--- src/rtl/stream_unpacker.sv ---
// stream_unpacker: AXI4-Stream video sink.
// Rebuilds 24-bit RGB pixels (byte 0 = r, byte 1 = g, byte 2 = b) from a
// 32-bit packed byte stream, tags each pixel with x/y coordinates and checks
// frame (tuser = SOF) and line (tlast = EOL) framing.
// Optional feature macro: STREAM_UNPACKER_ERR_CNT_EN adds a saturating
// framing-error counter (err_count) with a synchronous clear (err_clr).
module stream_unpacker #(
  parameter int X_SIZE = 640,
  parameter int Y_SIZE = 480
) (
  input  logic        clk_i,
  input  logic        rst_i,
  input  logic [31:0] in_stream_tdata,
  input  logic [3:0]  in_stream_tkeep,
  input  logic        in_stream_tlast,
  input  logic        in_stream_tuser,
  input  logic        in_stream_tvalid,
  output logic        in_stream_tready,
  output logic [7:0]  pix_r,
  output logic [7:0]  pix_g,
  output logic [7:0]  pix_b,
  output logic [9:0]  pix_x,
  output logic [8:0]  pix_y,
  output logic        pix_sof,
  output logic        pix_eol,
  output logic        pix_valid,
  input  logic        pix_ready,
  output logic        err_sof,
  output logic        err_eol,
  output logic        frame_done
`ifdef STREAM_UNPACKER_ERR_CNT_EN
  ,
  output logic [15:0] err_count,
  input  logic        err_clr
`endif
);

  localparam int WPL  = X_SIZE * 3 / 4;
  localparam int WX_W = (WPL > 1) ? $clog2(WPL) : 1;

  // Output pixel register contents.
  typedef struct packed {
    logic [7:0] r;
    logic [7:0] g;
    logic [7:0] b;
    logic [9:0] x;
    logic [8:0] y;
    logic       sof;
    logic       eol;
  } pix_t;

  // Byte keep is not used: every byte of an accepted word is valid.
  logic unused_tkeep;
  assign unused_tkeep = ^in_stream_tkeep;

  // State
  logic [7:0]      buf_q [6];
  logic [7:0]      buf_d [6];
  logic [2:0]      count_q, count_d;
  logic            tready_q, tready_d;
  logic [WX_W-1:0] wx_q, wx_d;
  logic [8:0]      wy_q, wy_d;
  logic [9:0]      px_q, px_d;
  logic [8:0]      py_q, py_d;
  logic            expect_sof_q, expect_sof_d;
  pix_t            pix_q, pix_d;
  logic            pix_valid_q, pix_valid_d;
  logic            err_sof_q, err_sof_d;
  logic            err_eol_q, err_eol_d;

  // Datapath intermediates
  logic            accept;
  logic            sof_word;
  logic            pop;
  logic            early_eol;
  logic            last_word;
  logic [3:0]      base_cnt;
  logic [3:0]      avail;
  logic [7:0]      wbyte [4];
  logic [7:0]      cat   [10];
  logic [WX_W-1:0] wx_e;
  logic [8:0]      wy_e;
  logic [9:0]      px_e;
  logic [8:0]      py_e;

  assign accept   = in_stream_tvalid & tready_q;
  assign sof_word = accept & in_stream_tuser;

  // Split the incoming word into stream-ordered bytes.
  always_comb begin
    for (int j = 0; j < 4; j++) begin
      wbyte[j] = in_stream_tdata[8*j +: 8];
    end
  end

  // Line up buffered bytes (oldest first) followed by the accepted word, pop
  // one pixel when possible and update the word/pixel counters and checks.
  always_comb begin
    // NOTE: every variable written here gets a default first, so no path can
    // leave it unassigned and infer a latch.
    buf_d        = buf_q;
    count_d      = count_q;
    wx_d         = wx_q;
    wy_d         = wy_q;
    px_d         = px_q;
    py_d         = py_q;
    expect_sof_d = expect_sof_q;
    pix_d        = pix_q;
    pix_valid_d  = pix_valid_q;
    err_sof_d    = 1'b0;
    err_eol_d    = 1'b0;
    early_eol    = 1'b0;
    last_word    = 1'b0;

    // A start-of-frame word restarts every counter and drops stale bytes.
    wx_e     = sof_word ? '0 : wx_q;
    wy_e     = sof_word ? '0 : wy_q;
    px_e     = sof_word ? '0 : px_q;
    py_e     = sof_word ? '0 : py_q;
    base_cnt = sof_word ? 4'd0 : {1'b0, count_q};
    avail    = base_cnt + (accept ? 4'd4 : 4'd0);

    for (int i = 0; i < 10; i++) begin
      cat[i] = 8'h00;
    end
    for (int i = 0; i < 6; i++) begin
      if (i < int'(base_cnt)) cat[i] = buf_q[i];
    end
    for (int j = 0; j < 4; j++) begin
      for (int i = 0; i < 10; i++) begin
        if (accept && (i == int'(base_cnt) + j)) cat[i] = wbyte[j];
      end
    end

    pop = (avail >= 4'd3) && (!pix_valid_q || pix_ready);

    for (int i = 0; i < 6; i++) begin
      buf_d[i] = pop ? cat[i+3] : cat[i];
    end
    count_d = 3'(avail - (pop ? 4'd3 : 4'd0));

    // Output register: load on pop, clear once taken, otherwise hold.
    if (pop) begin
      pix_valid_d = 1'b1;
      pix_d.r     = cat[0];
      pix_d.g     = cat[1];
      pix_d.b     = cat[2];
      pix_d.x     = px_e;
      pix_d.y     = py_e;
      pix_d.sof   = (px_e == '0) && (py_e == '0);
      pix_d.eol   = (px_e == 10'(X_SIZE - 1));
      if (px_e == 10'(X_SIZE - 1)) begin
        px_d = '0;
        py_d = (py_e == 9'(Y_SIZE - 1)) ? '0 : py_e + 9'd1;
      end else begin
        px_d = px_e + 10'd1;
        py_d = py_e;
      end
    end else begin
      px_d = px_e;
      py_d = py_e;
      if (pix_ready) pix_valid_d = 1'b0;
    end

    // Framing checks and word counters for an accepted word.
    if (accept) begin
      last_word = (wx_e == WX_W'(WPL - 1));
      early_eol = in_stream_tlast && !last_word;
      err_sof_d = (in_stream_tuser && ((wx_q != '0) || (wy_q != '0))) ||
                  (expect_sof_q && !in_stream_tuser);
      err_eol_d = early_eol || (last_word && !in_stream_tlast);

      if (last_word || early_eol) begin
        wx_d         = '0;
        wy_d         = (wy_e == 9'(Y_SIZE - 1)) ? '0 : wy_e + 9'd1;
        expect_sof_d = (wy_e == 9'(Y_SIZE - 1));
      end else begin
        wx_d         = wx_e + 1'b1;
        wy_d         = wy_e;
        expect_sof_d = 1'b0;
      end

      // An early tlast closes the line: leftovers are dropped and the pixel
      // position jumps to the start of the next line.
      if (early_eol) begin
        count_d = '0;
        px_d    = '0;
        py_d    = (py_e == 9'(Y_SIZE - 1)) ? '0 : py_e + 9'd1;
      end
    end

    tready_d = (count_d <= 3'd2);
  end

  // Control state, counters and registered outputs.
  always_ff @(posedge clk_i or posedge rst_i) begin
    // NOTE: sequential state uses non-blocking assignments so every flop
    // samples the values from before this edge.
    if (rst_i) begin
      count_q      <= '0;
      tready_q     <= 1'b0;
      wx_q         <= '0;
      wy_q         <= '0;
      px_q         <= '0;
      py_q         <= '0;
      expect_sof_q <= 1'b1;
      pix_q        <= '0;
      pix_valid_q  <= 1'b0;
      err_sof_q    <= 1'b0;
      err_eol_q    <= 1'b0;
    end else begin
      count_q      <= count_d;
      tready_q     <= tready_d;
      wx_q         <= wx_d;
      wy_q         <= wy_d;
      px_q         <= px_d;
      py_q         <= py_d;
      expect_sof_q <= expect_sof_d;
      pix_q        <= pix_d;
      pix_valid_q  <= pix_valid_d;
      err_sof_q    <= err_sof_d;
      err_eol_q    <= err_eol_d;
    end
  end

  // Byte buffer storage.
  always_ff @(posedge clk_i) begin
    // NOTE: the buffer bytes are not reset; count_q alone marks which ones
    // hold data, so stale contents are never observed.
    buf_q <= buf_d;
  end

`ifdef STREAM_UNPACKER_ERR_CNT_EN
  logic [15:0] err_count_q, err_count_d;

  // Saturating framing-error counter; clear takes priority.
  always_comb begin
    err_count_d = err_count_q;
    if (err_clr) begin
      err_count_d = '0;
    end else if ((err_sof_q || err_eol_q) && (err_count_q != 16'hFFFF)) begin
      err_count_d = err_count_q + 16'd1;
    end
  end

  // Error counter register.
  always_ff @(posedge clk_i or posedge rst_i) begin
    if (rst_i) err_count_q <= '0;
    else       err_count_q <= err_count_d;
  end

  assign err_count = err_count_q;
`endif

  assign in_stream_tready = tready_q;
  assign pix_r            = pix_q.r;
  assign pix_g            = pix_q.g;
  assign pix_b            = pix_q.b;
  assign pix_x            = pix_q.x;
  assign pix_y            = pix_q.y;
  assign pix_sof          = pix_q.sof;
  assign pix_eol          = pix_q.eol;
  assign pix_valid        = pix_valid_q;
  assign err_sof          = err_sof_q;
  assign err_eol          = err_eol_q;
  assign frame_done       = pix_valid_q & pix_ready & pix_q.eol &
                            (pix_q.y == 9'(Y_SIZE - 1));

endmodule

--- config.mk ---
export PLATFORM = sky130hd
export DESIGN_NAME = stream_unpacker
export DESIGN_NICKNAME = d
export VERILOG_FILES = /design/src/rtl/stream_unpacker.sv
export SDC_FILE = /design/constraint.sdc
export NUM_CORES = 1
export LEC_CHECK = 0
export ABC_AREA = 1
export BUFFER_PORTS_ARGS = -buffer_cell sky130_fd_sc_hd__clkbuf_2
export CAP_MARGIN = 20
export CORE_UTILIZATION = 57
export DETAILED_ROUTE_END_ITERATION = 8
export PLACE_DENSITY_LB_ADDON = 0.25
export SYNTH_ARGS = -nofsm -noshare
export SYNTH_HDL_FRONTEND = slang
export SYNTH_SLANG_ARGS = --single-unit
--- constraint.sdc ---
create_clock -name clk_i -period 4.5 [get_ports clk_i]
set_input_delay 0.225 -clock clk_i [delete_from_list [all_inputs] [get_ports clk_i]]
set_output_delay 0.225 -clock clk_i [all_outputs]
set_load 0.01 [all_outputs]
==> impl_results.md <==
- Clock power frac: 0.231
- IO Pins: 92
- Pwr Density: 586 nW/µm²
- Top fanout value on the critical path: 24
- Sinks on Clock Net: 138
- Peak supply drop: 440 µV
- Hold violation total from the final report: 0
- Pin count of the biggest net entering global routing: 77
- Initial core utilization: 0.588
- Placer congestion estimate: 1.04
- Fin Clk Skew: 0.00611 ns
- Total number of vias: 10.3k
- Crit end category: register
- Required time of the critical path: 4.82 ns
- Final Hold Slack: 0.162 ns
- Net Sw Frac: 0.480
- Post-synthesis to final-layout area growth: 11.3%
- Vias per std cell: 5.86
- Number of buffers added to fix hold violations after cts: 1
- Initial DRT Pass Iterations: 7
- Most used standard cell by instance count after synthesis: nand2_1
- Power share of the sequential group: 0.295
- Number of DRC markers in iteration 0: 1434
- Instance count of the mapped netlist: 1471
- Total wirelength of the detailed-routed design: 33500 µm
- Share of the yosys chip area belonging to registers: 0.343
- Bufs and invs on worst path: 2
- Average routed wire per standard cell: 19.0 µm
- Max stage delay cell, worst path: nor2_1
- TritonCTS Buffers: 17
- Post-Syn Nets: 1530
- Final Non-Filler Cells: 1757
- Most numerous cell types in the synthesized netlist: 612 x nand2_1, 217 x nand3_1, 124 x inv_1
- Placed Cells incl. Taps: 1724
- Clock period minus final worst setup slack: 3.86 ns
- Vias in the first global route: 9139
- TritonCTS clock tree: done
- Count of flip-flops with a built-in enable after synthesis: 0
- Mapped cell area: 9370 µm²
- Crit path cell chain: nand3_4 -> nand2_2 -> inv_2 -> ha_1 -> nand3_2 -> nand2_1 -> nor2_1 -> inv_1 -> nand2_1 -> nand3_1 -> nand2_1 -> nand2_1 -> nand2_1 -> nand2_1
- Setup violations, final: 0
- Antenna diodes: 0
- Global-route wire length before repair: 50700 µm
- Fraction of layout cells with a size suffix above 1: 0.125
- Critical Path Start Type: register
- Leakage power: 5.54 nW
- Count of input and output buffers: 87
- Clock latency at the later pin of the worst-skew pair: 0.43 ns
- Ys Warns: 0
- Critical Path Most Common Cell: nand2_1
- Number of filler cells placed in the layout: 1554
- Core Util, Final: 0.654
- Total negative slack: 0 ns
- Post-detailed-placement half-perimeter wirelength: 22900 µm
- Setup Fix Bufs, Post-CTS: 0
- Maximum buffer depth of the clock tree: 2
- Clock root buffer: clkbuf_16
- Proportion of netlist area held by the largest area contributor: 0.245
- Crit path DAT: 4.17 ns
- Num rows: 46
- Final net count: 1587
- Overall die width: 130 µm
- Largest area contributor in the synthesized netlist: nand2_1
- Global route total overflow: 0
- Die outline area: 16900 µm²
- Setup repair after global routing missed its margin: false
- Final antenna-violating net count: 0
- Combinational group share of total power: 0.474
- Worst Path Class, Setup: reg2reg
- Distinct cell type count of the synthesized netlist: 50
- Share of synthesized flip-flops with an asynchronous set or reset: 0.652
- Worst path top cell family by delay: simple AND/OR/NAND/NOR gates
- DRC errors left: 0
- Synth top area cells: nand2_1 25%, dfrtp_1 24%, nand3_1 12%
- Core region area: 15900 µm²
- Global-route usage over all layers: 0.405
- Level count of the clock H-tree: 4
- Highest attainable clock frequency: 0.259 GHz
- Post-CTS resize count: 0
- Int Power: 3.18 mW
- Number of max-cap violations: 0
- Antenna violations before repair: 0
- Flops & latches, synth: 138
- Net Sw Power: 2.93 mW
- Worst slew margin: 0.420
- Class of the tightest hold or removal check: in2reg
- Outcome: completed
- Die H: 130 µm
- Slew at the pin closest to its max-slew limit: 0.869 ns
- Final number of max-transition violations: 0
- Syn_area_per_cell: 6.37 µm²
- CTS clk-pin slew, worst paths: 0.06 ns
- Biggest cell delay along the critical path: 0.59 ns
- Synth Flop Type: dfrtp_1
- Post-route fraction of the period consumed by the critical path: 0.857
-- layout make-up --
| cell class | count | area, µm² | share of cell area |
|---|---|---|---|
| flip-flops and latches | 138 | 3210 | 0.308 |
| clock buffers | 19 | 453 | 0.0434 |
| well taps | 216 | 270 | 0.0259 |
| repair buffers | 94 | 490 | 0.0470 |
| multi-input cells | 1134 | 5330 | 0.511 |
| inverters | 143 | 541 | 0.0518 |
| clock inverters | 13 | 130 | 0.0125 |
-- worst paths after layout --
path                                        end                        from  slack, ns  depth (start not counted)
setup / recovery           pix_g[5]$_DFFE_PP0N_  in_stream_tready$_DFF_PP0_       0.64                         14
hold / removal                err_sof$_DFF_PP0_             in_stream_tuser       0.16                          3
setup reg to reg           pix_g[5]$_DFFE_PP0N_  in_stream_tready$_DFF_PP0_       0.64                         14
hold reg to reg            pix_r[1]$_DFFE_PP0N_        pix_r[1]$_DFFE_PP0N_       0.48                          2
max in group asynchronous  pix_r[1]$_DFFE_PP0N_                       rst_i       3.06                          4
min in group asynchronous  pix_g[0]$_DFFE_PP0N_                       rst_i       0.31                          3
-- metrics by stage --
step	total power [mW]	setup WS [ns]	area, µm²
after detailed placement	4.63	0.793	9830
after floorplan	3.84	1.26	9370
after CTS	6.05	0.753	10400
final	6.11	0.642	10400
after global routing	6.49	0.390	10400
after global placement	4.59	0.851	9830
-- tightest hold or removal path, cell delays in order --
cell and delay [ns]:
clkbuf_2 0.12, o21ai_0 0.16, a41oi_1 0.05
-- logic make-up (layout without fill, tap and decap cells) --
kind of cell | count (synthesis) | after routing | share of synthesized area
xor gates and xnor gates | 10 | 10 | 0.00935
and+or+nand+nor | 981 | 981 | 0.458
AOI/OAI and AO/OA | 126 | 126 | 0.0763
adders and majority gates | 17 | 17 | 0.0235
DFF | 138 | 138 | 0.343
buffers and inverters | 199 | 269 | 0.0899
-- power groups by stage --
stage | Clock (mW) | Combinational [mW] | Sequential (mW)
after global placement | 0 | 2.78 | 1.81
after detailed placement | 0 | 2.81 | 1.81
after global routing | 1.46 | 3.19 | 1.84
final | 1.41 | 2.89 | 1.80
after CTS | 1.42 | 2.83 | 1.80
after floorplan | 0 | 2.00 | 1.84
-- flip-flops by register name, indices dropped and copies added (netlist names) --
| signal | count |
|---|---|
| pix_g | 8 |
| pix_eol | 1 |
| err_eol | 1 |
| expect_sof_q | 1 |
| wx_q | 9 |
| in_stream_tready | 1 |
| buf_q | 48 |
| count_q | 3 |
| px_q | 10 |
| pix_sof | 1 |
| pix_valid | 1 |
| pix_x | 10 |
| py_q | 9 |
| err_sof | 1 |
| pix_b | 8 |
| pix_y | 9 |
| pix_r | 8 |
| wy_q | 9 |
-- per-layer routing --
metal | share of wire | GRT usage | vias up
met5 | 0 | 0 | -
met1 | 0.40 | 0.553 | 4666
met2 | 0.42 | 0.588 | 634
met4 | 0.055 | 0.222 | 0
li1 | - | - | 4861
met3 | 0.12 | 0.0992 | 134
-- layout by cell type, fill, tap and decap left out, drive strengths merged --
cell,count
buf,6
o31ai,3
nand2,627
dfxtp,48
clkinv,6
nor4,3
nor3,8
a32o,1
dfstp,1
a211oi,1
or2,4
o221ai,2
a22oi,1
clkinvlp,3
nand3,226
a31oi,1
bufinv,1
a21oi,30
xor2,5
o21a,1
clkbuf,106
inv,146
a41oi,1
dfrtp,89
o22ai,8
nor3b,1
dlygate4sd3,1
ha,16
nand4,34
o21ai,69
nor2,76
fa,1
o211ai,8
nand3b,2
xnor2,5
Power figures use the tool's default switching activity.
